File: src/rtl/sorted_insert.sv
`default_nettype none
// ============================================================================
//  Module      : sorted_insert
//  Description : Keeps an ascending array in an internal dual-port RAM.
//                Each insert request shifts larger entries up one slot and
//                writes the new value into the gap. A second, read-only
//                port gives the search engine registered 1-cycle reads.
//  Revision    : 1.0  initial release
// ============================================================================
module sorted_insert #(
    parameter int SIZE = 32,
    parameter int AW   = 5,
    parameter int DW   = 8
) (
    input  logic          clk,
    input  logic          reset,
    input  logic [DW-1:0] a,
    input  logic          Start,
    input  logic          Clear,
    input  logic [AW-1:0] rd_addr,
    output logic [DW-1:0] rd_data,
    output logic          Busy,
    output logic          Done,
    output logic          Ok,
    output logic [AW-1:0] Loc,
    output logic [AW:0]   Count
);

    // Engine states
    localparam logic [2:0] c_IDLE  = 3'd0;
    localparam logic [2:0] c_CHECK = 3'd1;
    localparam logic [2:0] c_CMP   = 3'd2;
    localparam logic [2:0] c_WRITE = 3'd3;
    localparam logic [2:0] c_DONE  = 3'd4;

    // Count and idx are one bit wider than an address so "full" is representable
    localparam logic [AW:0]   c_SIZE_CNT = (AW+1)'(SIZE);
    localparam logic [AW:0]   c_ONE_CNT  = (AW+1)'(1);
    localparam logic [AW-1:0] c_ONE_ADR  = AW'(1);

    logic [DW-1:0] r_mem [SIZE];

    logic [2:0]    r_state;
    logic [DW-1:0] r_a_reg;
    logic [AW:0]   r_idx;
    logic [AW:0]   r_count;
    logic          r_ok;
    logic [AW-1:0] r_loc;
    logic [DW-1:0] r_q;
    logic [DW-1:0] r_rd_data;

    logic [AW-1:0] w_eng_raddr;
    logic          w_full;
    logic          w_shift;
    logic          w_we;
    logic [AW-1:0] w_waddr;
    logic [DW-1:0] w_wdata;

    // Neighbour below the gap; only consumed when idx is non-zero
    assign w_eng_raddr = r_idx[AW-1:0] - c_ONE_ADR;
    assign w_full      = (r_count == c_SIZE_CNT);
    // Strict compare keeps equal values below the new one (stable insert)
    assign w_shift     = (r_q > r_a_reg);

    // Engine write port: shift an entry up in CMP, drop the new value in WRITE
    always_comb begin
        w_we    = 1'b0;
        w_waddr = r_idx[AW-1:0];
        w_wdata = r_a_reg;
        if (!reset) begin
            case (r_state)
                c_CMP: begin
                    if (w_shift) begin
                        w_we    = 1'b1;
                        w_wdata = r_q;
                    end
                end
                c_WRITE: begin
                    w_we = 1'b1;
                end
                default: begin
                    w_we = 1'b0;
                end
            endcase
        end
    end

    // RAM write; contents are deliberately not reset
    always_ff @(posedge clk) begin
        if (w_we) begin
            r_mem[w_waddr] <= w_wdata;
        end
    end

    // Engine read port: address presented in CHECK, data used in CMP
    always_ff @(posedge clk) begin
        r_q <= r_mem[w_eng_raddr];
    end

    // Search read port: registered, returns old data on a write collision
    always_ff @(posedge clk) begin
        r_rd_data <= r_mem[rd_addr];
    end

    // Insert engine control and result registers
    always_ff @(posedge clk) begin
        if (reset) begin
            r_state <= c_IDLE;
            r_a_reg <= '0;
            r_idx   <= '0;
            r_count <= '0;
            r_ok    <= 1'b0;
            r_loc   <= '0;
        end else begin
            case (r_state)
                c_IDLE: begin
                    if (Clear) begin
                        r_count <= '0;
                    end else if (Start) begin
                        if (w_full) begin
                            r_ok    <= 1'b0;
                            r_loc   <= '0;
                            r_state <= c_DONE;
                        end else begin
                            r_a_reg <= a;
                            r_idx   <= r_count;
                            r_state <= c_CHECK;
                        end
                    end
                end
                c_CHECK: begin
                    if (r_idx == '0) begin
                        r_state <= c_WRITE;
                    end else begin
                        r_state <= c_CMP;
                    end
                end
                c_CMP: begin
                    if (w_shift) begin
                        r_idx   <= r_idx - c_ONE_CNT;
                        r_state <= c_CHECK;
                    end else begin
                        r_state <= c_WRITE;
                    end
                end
                c_WRITE: begin
                    r_loc   <= r_idx[AW-1:0];
                    r_ok    <= 1'b1;
                    r_count <= r_count + c_ONE_CNT;
                    r_state <= c_DONE;
                end
                c_DONE: begin
                    r_state <= c_IDLE;
                end
                default: begin
                    r_state <= c_IDLE;
                end
            endcase
        end
    end

    assign Busy    = (r_state != c_IDLE);
    assign Done    = (r_state == c_DONE);
    assign Ok      = r_ok;
    assign Loc     = r_loc;
    assign Count   = r_count;
    assign rd_data = r_rd_data;

endmodule
`default_nettype wire

File: config.mk
export PLATFORM = sky130hd
export DESIGN_NAME = sorted_insert
export DESIGN_NICKNAME = d
export VERILOG_FILES = /design/src/rtl/sorted_insert.sv
export SDC_FILE = /design/constraint.sdc
export NUM_CORES = 1
export LEC_CHECK = 0
export CAP_MARGIN = 20
export CORE_MARGIN = 2
export CORE_UTILIZATION = 40
export CTS_CLUSTER_SIZE = 24
export DETAILED_ROUTE_END_ITERATION = 8
export DONT_BUFFER_PORTS = 1
export SYNTH_ARGS = -nofsm -noshare
export SYNTH_HDL_FRONTEND = slang
export SYNTH_SLANG_ARGS = --single-unit
File: constraint.sdc
create_clock -name clk -period 3.2 [get_ports clk]
set_input_delay 0.64 -clock clk [delete_from_list [all_inputs] [get_ports clk]]
set_output_delay 0.64 -clock clk [all_outputs]
set_load 0.02 [all_outputs]
# Word level (Yosys, flattened, before mapping)
# Memories as Yosys holds them, arrays and structs flattened. A register that Yosys moved wholly into a read port is not among the register bits.
# Index checks and enable logic that the tools add are counted.
# totals
ff_bits	29
ramBits	256
in_bits	17
out_inout_bits	22
word_cells	63
n_memories	1
# mem_list
memory	words	width	read_ports	rd_clocked_by_memory_dff	wr	line	source
r_mem	32	8	2	2	1	41	logic [DW-1:0] r_mem [SIZE];
# classes
n_addsub	3
n_lt_le_gt_ge	1
eq_ne	11
muxes	29
bitwise	2
reduce_logical	10
# ops
operator	n
$mux W6	5
$mux W8	3
$pmux W6 S2	2
$mux W5	3
$ne A2 B2 Y1 const B	6
$pmux W3 S4	1
$pmux W5 S2	1
$mux W3	3
$gt A8 B8 Y1	1
$mux W1	8
$reduce_and A4 Y1	2
$add A6 B1 Y6 const B	1
$eq A3 B2 Y1 const B	2
$eq A6 B6 Y1 const B	1
$logic_not A6 Y1	1
$sub A6 B1 Y6 const B	1
$reduce_and A5 Y1	1
$sub A5 B1 Y5 const B	1
$pmux W1 S2	2
$reduce_and A2 Y1	2
$reduce_bool A2 Y1	2
$eq A3 B1 Y1 const B	1
$eq A3 B3 Y1 const B	1
$logic_not A3 Y1	1
3 further kinds	4

# Longest topological paths before layout
# Gate-level depths: netlist (run 1).
# logic_depth
depth_word	6
ltp_mapped	10

# Least setup slack after synthesis (run 1)
# No wires, ideal clock.
# synth_timing
path_kind	flip-flop to flip-flop
start	reg r_idx[0]
end	reg r_q[5], read port of r_mem
setup_ns	0.096
t_arrival_ns	2.549
required_ns	3.104
slack_ns	0.555
path_stages_with_launch	11
period_less_slack_ns	2.645
cell_sequence	dfxtp_1 buf_2 clkbuf_1 inv_1 ha_1 buf_2 clkbuf_1 mux4_2 nand2_1 a32o_1 a221oi_1
# synth_via
elab_chain_len	1
# synth_rtl
element	line	source
from (decl)	45	logic [AW:0] r_idx;
from (signal assigned)	126	r_idx <= r_count;
from (signal assigned)	140	r_idx <= r_idx - c_ONE_CNT;
$sub A5 B1 Y5	60	assign w_eng_raddr = r_idx[AW-1:0] - c_ONE_ADR;
to (decl)	49	logic [DW-1:0] r_q;
# No other way between the ends.
# A chain may end at the register's enable or synchronous reset.

# Worst setup path in the final report (run 1)
# layout_timing
start	reg r_state[1]
end	mem r_mem[23][6] (data pin)
# layout_via
elab_chain_len	3
# layout_rtl
element	line	source
from (decl)	43	logic [2:0] r_state;
from (signal assigned)	108	r_state <= c_IDLE;
from (signal assigned)	123	r_state <= c_DONE;
from (signal assigned)	127	r_state <= c_CHECK;
$eq A3 B2 Y1	71	case (r_state)
$mux W8	71	
$mux W8	70	if (!reset) begin
named net w_wdata[6]	57	logic [DW-1:0] w_wdata;
to (decl)	41	
# The timed path passes the listed nets, and every way through them passes these cells.

==> results of run 1 <==
-- metrics by stage --
stage | hold slack (ns) | cell area, µm² | cells | total power [W] | utilization, %
finish | 0.1509 | 15860 | 1312 | 0.009602 | 46.04
CTS | 0.1268 | 15860 | 1312 | 0.009649 | 46.04
detailed placement | 0.4754 | 14900 | 1254 | 0.006230 | 43.23
floorplan | 0.4573 | 13950 | 773 | 0.005772 | -
global route | 0.1373 | 15860 | 1312 | 0.009942 | 46.04
global placement | 0.4626 | 14900 | 1254 | 0.006205 | 43.23
-- power by group through the flow --
| stage | combinational, W | sequential (W) | clock, W |
|---|---|---|---|
| 3_5_place_dp | 0.00161 | 0.00462 | 0 |
| 5_1_grt | 0.00173 | 0.00456 | 0.00365 |
| 6_report | 0.00162 | 0.00454 | 0.00344 |
| 3_3_place_gp | 0.00159 | 0.00462 | 0 |
| 2_1_floorplan | 0.00119 | 0.00458 | 0 |
| 4_1_cts | 0.00162 | 0.00454 | 0.00349 |
-- layout by cell type (no fill, tap or decap), types with 4 or more instances in the layout --
master / netlist / routed
a211o_1: 6 / 6
a21oi_1: 19 / 19
a221oi_1: 8 / 8
a22o_1: 5 / 5
a32o_1: 8 / 8
buf_4: 3 / 72
clkbuf_16: 0 / 31
clkbuf_8: 0 / 4
clkinv_1: 0 / 5
clkinv_2: 0 / 12
dfxtp_1: 45 / 44
edfxtp_1: 256 / 256
ha_1: 15 / 14
inv_1: 15 / 15
mux2_2: 17 / 17
mux2i_1: 33 / 33
mux4_2: 144 / 144
nand2_1: 32 / 32
nand3_1: 6 / 6
nand3b_1: 7 / 7
nor2_1: 54 / 54
nor2b_1: 6 / 6
nor3_1: 6 / 6
or2_2: 5 / 5
xnor2_1: 4 / 4
-- worst min-delay path by stage --
stage | startpoint | to | slack, ns
CTS | reset | r_idx[3]$_SDFFE_PP0P_ | 0.13
global placement | r_idx[5]$_SDFFE_PP0P_ | r_idx[5]$_SDFFE_PP0P_ | 0.46
detailed placement | r_idx[5]$_SDFFE_PP0P_ | r_idx[5]$_SDFFE_PP0P_ | 0.48
floorplan | r_idx[5]$_SDFFE_PP0P_ | r_idx[5]$_SDFFE_PP0P_ | 0.46
global route | reset | r_a_reg[7]$_SDFFE_PP0P_ | 0.14
finish | reset | r_idx[3]$_SDFFE_PP0P_ | 0.15
-- routing by layer --
layer / GRT usage (%) / vias up / part of all wire, %
li1: - / 3326 / -
met1: 28.56 / 4307 / 38
met2: 37.72 / 433 / 50
met3: 4.141 / 84 / 8.1
met4: 8.766 / 0 / 4.2
met5: 0 / - / 0
-- kinds of logic after synthesis --
| logic type | Yosys count | synth area share [%] |
|---|---|---|
| AOI/OAI and AO/OA | 60 | 3.158 |
| xor gates and xnor gates | 7 | 0.4395 |
| adders and majority gates | 15 | 1.346 |
| buffers and inverters | 63 | 2.036 |
| DFF | 301 | 61.57 |
| muxes | 194 | 26.99 |
| and+or+nand+nor | 133 | 4.458 |
-- final cells by class --
class / instances / area (µm²)
timing repair buffer: 74 / 580.6
inverter: 15 / 56.30
clock buffer: 38 / 842.1
tap: 455 / 569.3
sequential: 301 / 8592
clock inverter: 20 / 126.4
multi-input combinational: 409 / 5097
fill: 2923 / 18590
==> metrics, run 1 <==
outcome=completed; Fin. Hold Viols=0; hold path cells=1; sequential cell fraction of total power=47.3%; R2R Path Start=r_state[1]$_SDFFE_PP0P_; Crit Path Max Fanout=32; max-cap check violation count=0; r2r worst-path depth=6; DR vias=around 8k; postcts setup bufs=0; DRC marker count from the first detailed-route iteration=between 900 and 1k; number of nets in the finished design=approximately 860; Syn Std Cell Area=approximately 14,000 µm²; DIE HEIGHT=about 190 µm; fin. max-slew vios=0; peak clock frequency supported by timing=~0.35 GHz; reg2reg end=r_mem[23][6]$_DFFE_PP_; Max Clock Skew=approximately 0.023 ns; EDFF count, synth=256; count of buffers from port buffering=0; Routability Congestion=0.8410; area leader, netlist=edfxtp_1; Sw Share=~26%; setup repair after global routing missed its margin=no; P_int=just over 0.007 W; required time of the worst setup path=roughly 3.4 ns; area of the die=approximately 36,000 µm²; aggregate global-route resource usage=between 20% and 30%; Seq/Total Area, Yosys=about three fifths; pre-CTS setup slack=roughly 0.4 ns; Stages on worst setup path=6; critical-path cell with the highest stage delay=mux2_2; via/cell ratio=6.212; Largest stage delay, worst path=between 0.6 and 0.7 ns; final antenna diode count=0; maximum vdd ir drop=approximately 0.00047 V; row count=68; synthesized area per cell=18.04 µm²; slew at the pin closest to its max-slew limit=around 0.8 ns; Die Wd=about 190 µm; fraction of registers with async set or reset after synthesis=0%; clock tree from TritonCTS=yes; crit path to=r_mem[23][6]$_DFFE_PP_; hold buffer count at CTS=0; maximum number of pins on one net before global-route repair=65; flop2flop setup slack=about 0.35 ns; clk sink count=approximately 300; final routed DRC violation total=0; buffers from clock root to sink, at most=3; ordered list of cells on the worst path=nor2b_1, nor2b_1, nor2b_1, a21oi_1, nor2_2, mux2_2; library cells used by synthesis=46; clock latency of the later-clocked register in the worst-skew pair=about 0.57 ns; top register by number of flip-flops=r_mem; starting density of the core=about two fifths; number of antenna violations at the first check in global routing=0; Post-DRT Antenna Nets=0; Core Box Area=~34,000 µm²; ranking of synthesized cells by instance count=256 x edfxtp_1, 144 x mux4_2, 54 x nor2_1; CP startpoint=r_state[1]$_SDFFE_PP0P_; fin worst setup slack=about 0.35 ns; fin crit share=89.01%; number of setup violations in the final report=0; remaining global-route overflow=0; category of the worst setup path capture point=register; cell class contributing the biggest share of worst-path delay=simple AND/OR/NAND/NOR gates; first-pass GRT wire length=roughly 58 mm; power density normalized to cell area=605.3 nW/µm²; worst setup path category=reg -> reg; count of H-tree levels built during CTS=1; Relative slew margins=47.06%; startpoint type of the worst setup path=register; synthesized net count=a little over 800; clock-pin transition on the worst setup and hold timing paths=about 0.07 ns; Worst path most repeated cell=nor2b_1; switching component of the power=~0.0025 W; number of flip-flops and latches in the synthesized netlist=301; gate count of the mapped netlist=approximately 770; clk root buf=clkbuf_16; CTS buffer count=31; quantity of gates resized following cts=0; drt total wl=roughly 40 mm; shortest clock period the worst path allows after layout=about 2.8 ns; leakage power=5.288 nW; post-detailed-route wirelength per cell=roughly 30 µm; Post-DP HPWL=26.32 mm; I/O pin cnt=39; dominant cell by count in the synthesized netlist=edfxtp_1; final setup TNS=0 ns; synth top area cells=edfxtp_1 55%, mux4_2 23%, dfxtp_1 6.5%; area added between synthesis and finish=13.73%; sum of buffers and inverters on the critical path=0; length of the first detailed-routing pass in iterations=5; number of global-route vias before repair=roughly 8.2k; number of flip-flops in the largest register=approximately 260; portion of total power attributed to the clock network=a little over a third; most frequently used flop master after synthesis=edfxtp_1; share of Yosys cell area claimed by the top area cell type=about 55%; CP arrival=3.06 ns; part of the power in combinational logic=between 15 and 20%; synthesis warning total=0; ratio of cells with drive above 1 in the final layout=between 30 and 40%; path category of the worst min-delay check=in -> reg
No activity file was read; power rests on OpenSTA's default activity.
==> run 2, diff against run 1 <==
CORE_UTILIZATION = 55   (was 40)
PLACE_DENSITY = 0.7   (was unset)
RECOVER_POWER = 100   (was unset)
==> metrics, run 2 (synthesis gave the netlist of run 1 again) <==
fin crit share=93.92% (+4.9 points); clock tree from TritonCTS=yes; clock-pin transition on the worst setup and hold timing paths=0.06 ns (about the same); maximum number of pins on one net before global-route repair=74 (+14%); Relative slew margins=40.87% (-6.2 points); leakage power=5.117 nW (-3.2%); clk sink count=301 (unchanged); number of global-route vias before repair=8,316 (+0.85%); most frequent cells in the layout=256 x edfxtp_1, 144 x mux4_2, 54 x nor2_1; peak clock frequency supported by timing=0.3327 GHz (-5.2%); setup repair after global routing missed its margin=no; final routed DRC violation total=0 (unchanged); Post-DP HPWL=25.79 mm (-2.0%); critical-path cell with the highest stage delay=clkbuf_1; shortest clock period the worst path allows after layout=3.006 ns (+0.1572 ns); count of placed standard cells including taps=1,131 (-9.8%); outcome=completed; remaining global-route overflow=0 (unchanged); aggregate global-route resource usage=29.61% (+7.3 points); CTS buffer count=30 (-3.2%); length of the first detailed-routing pass in iterations=5 (unchanged); quantity of gates resized following cts=0 (unchanged); maximum vdd ir drop=0.0004070 V (-14%); final antenna diode count=0 (unchanged); worst setup path category=reg -> reg; hold buffer count at CTS=0 (unchanged); drt total wl=38.04 mm (-4.7%); Hold Path Origin=reset; category of the worst setup path capture point=register; Routability Congestion=0.9341 (+11%); Core Box Area=25,040 µm² (-27%); Largest stage delay, worst path=0.45 ns (-0.17 ns); max-cap check violation count=0 (unchanged); via/cell ratio=6.850 (+10%); Fin. Hold Viols=0 (unchanged); DR vias=8,131 (-0.23%); number of flip-flops in the largest register=256 (unchanged); buffers from clock root to sink, at most=3 (unchanged); final instance count without filler cells=1,187 (-9.5%); slew at the pin closest to its max-slew limit=0.8850 ns (+0.09261 ns); Crit Path Max Fanout=8 (-75%); DRC marker count from the first detailed-route iteration=1,078 (+17%); worst hold slack=0.1544 ns (+0.003430 ns); Max Clock Skew=0.01570 ns (-0.007567 ns); count of H-tree levels built during CTS=1 (unchanged); ratio of cells with drive above 1 in the final layout=28.82% (-5.7 points); leading cell type in the layout, fill and taps excluded=edfxtp_1; DIE HEIGHT=163.3 µm (-14%); power density normalized to cell area=619.0 nW/µm² (+2.3%); endpoint of the worst hold-timing path=Count[1]$_SDFFE_PP0P_; reg2reg end=r_mem[12][4]$_DFFE_PP_; top register by number of flip-flops=r_mem; count of buffers from port buffering=0 (unchanged); postcts setup bufs=0 (unchanged); number of nets in the finished design=865 (+0.12%); post-detailed-route wirelength per cell=32.05 µm (+5.4%); Post-DRT Antenna Nets=0 (unchanged); ordered list of cells on the worst path=inv_1, ha_1, nor2b_1, o211ai_1, a21oi_1, a211o_1, nand3b_1, nor2_1, clkbuf_1; row count=58 (-15%); first-pass GRT wire length=55.93 mm (-3.2%); area added between synthesis and finish=11.71%; I/O pin cnt=39 (unchanged); clock latency of the later-clocked register in the worst-skew pair=0.55 ns (-0.02 ns); path category of the worst min-delay check=in -> reg; number of antenna violations at the first check in global routing=0 (unchanged); R2R Path Start=r_a_reg[1]$_SDFFE_PP0P_; r2r worst-path depth=9 (+3); flop2flop setup slack=0.19 ns (-0.16 ns); CP arrival=3.19 ns (+0.13 ns); required time of the worst setup path=3.39 ns (-0.02 ns); area of the die=26,650 µm² (-27%); startpoint type of the worst setup path=register; starting density of the core=55.71% (+15 points); number of setup violations in the final report=0 (unchanged); Die Wd=163.3 µm (-14%); final setup TNS=0 ns (unchanged); hold path cells=1 (unchanged); clk root buf=clkbuf_16; fin. max-slew vios=0 (unchanged)
==> run 2: per-layer routing <==
layer / global-route usage, % / wire length [µm] / vias up
met5: 0 / 0 / -
met4: 14.96 / 2008 / 0
met3: 6.221 / 3511 / 104
met2: 46.85 / 18520 / 469
met1: 39.35 / 14000 / 4238
li1: - / - / 3320
==> run 2: critical path, delay by kind of cell (launching register included) <==
family	cells	cell delay, ns
adders and majority gates	1	0.28
and+or+nand+nor	3	0.79
buffers and inverters	2	0.51
DFF	1	0.36
AOI/OAI and AO/OA	3	0.69
==> run 2: how the worst max path moves through the flow <==
stage,slack (ns),cells after the start,to,startpoint
after floorplan,0.55,10,r_q[5]$_DFF_P_,r_idx[0]$_SDFFE_PP0P_
after global placement,0.43,9,r_mem[18][2]$_DFFE_PP_,r_a_reg[1]$_SDFFE_PP0P_
after detailed placement,0.41,9,r_mem[18][2]$_DFFE_PP_,r_a_reg[1]$_SDFFE_PP0P_
after CTS,0.40,9,r_mem[18][5]$_DFFE_PP_,r_a_reg[1]$_SDFFE_PP0P_
after global routing,0.09,9,r_mem[12][0]$_DFFE_PP_,r_a_reg[1]$_SDFFE_PP0P_
final,0.19,9,r_mem[12][4]$_DFFE_PP_,r_a_reg[1]$_SDFFE_PP0P_
==> run 2: layout make-up <==
type,count,area [µm²]
Clock buffer,48,930.9
Clock inverter,8,63.81
Fill cell,1781,9455
Inverter,15,56.30
Multi-Input combinational cell,409,5095
Sequential cell,301,8592
Tap cell,330,412.9
Timing Repair Buffer,76,430.4
==> run 2: power by group <==
group | switching [W] | internal [W] | total [W]
clock | 0.00141 | 0.00206 | 0.00347
combinational | 0.000886 | 0.000739 | 0.00163
sequential | 0.000105 | 0.00444 | 0.00455
total | 0.00240 | 0.00724 | 0.00965
==> run 2: metrics by stage <==
step                power (W)  util, %  instance area (µm²)  worst slack [ns]
finish               0.009645    62.23                15580            0.1944
global route         0.009955    62.23                15580           0.08882
CTS                  0.009685    63.05                15790            0.3973
detailed placement   0.006246    59.08                14790            0.4122
global placement     0.006205    59.08                14790            0.4329
floorplan            0.005772        -                13950            0.5549
==> run 3, diff against run 2 <==
SLEW_MARGIN = 20   (was unset)
==> results of run 3 <==
Final layout, timing and power as in run 2 (identical DEF).
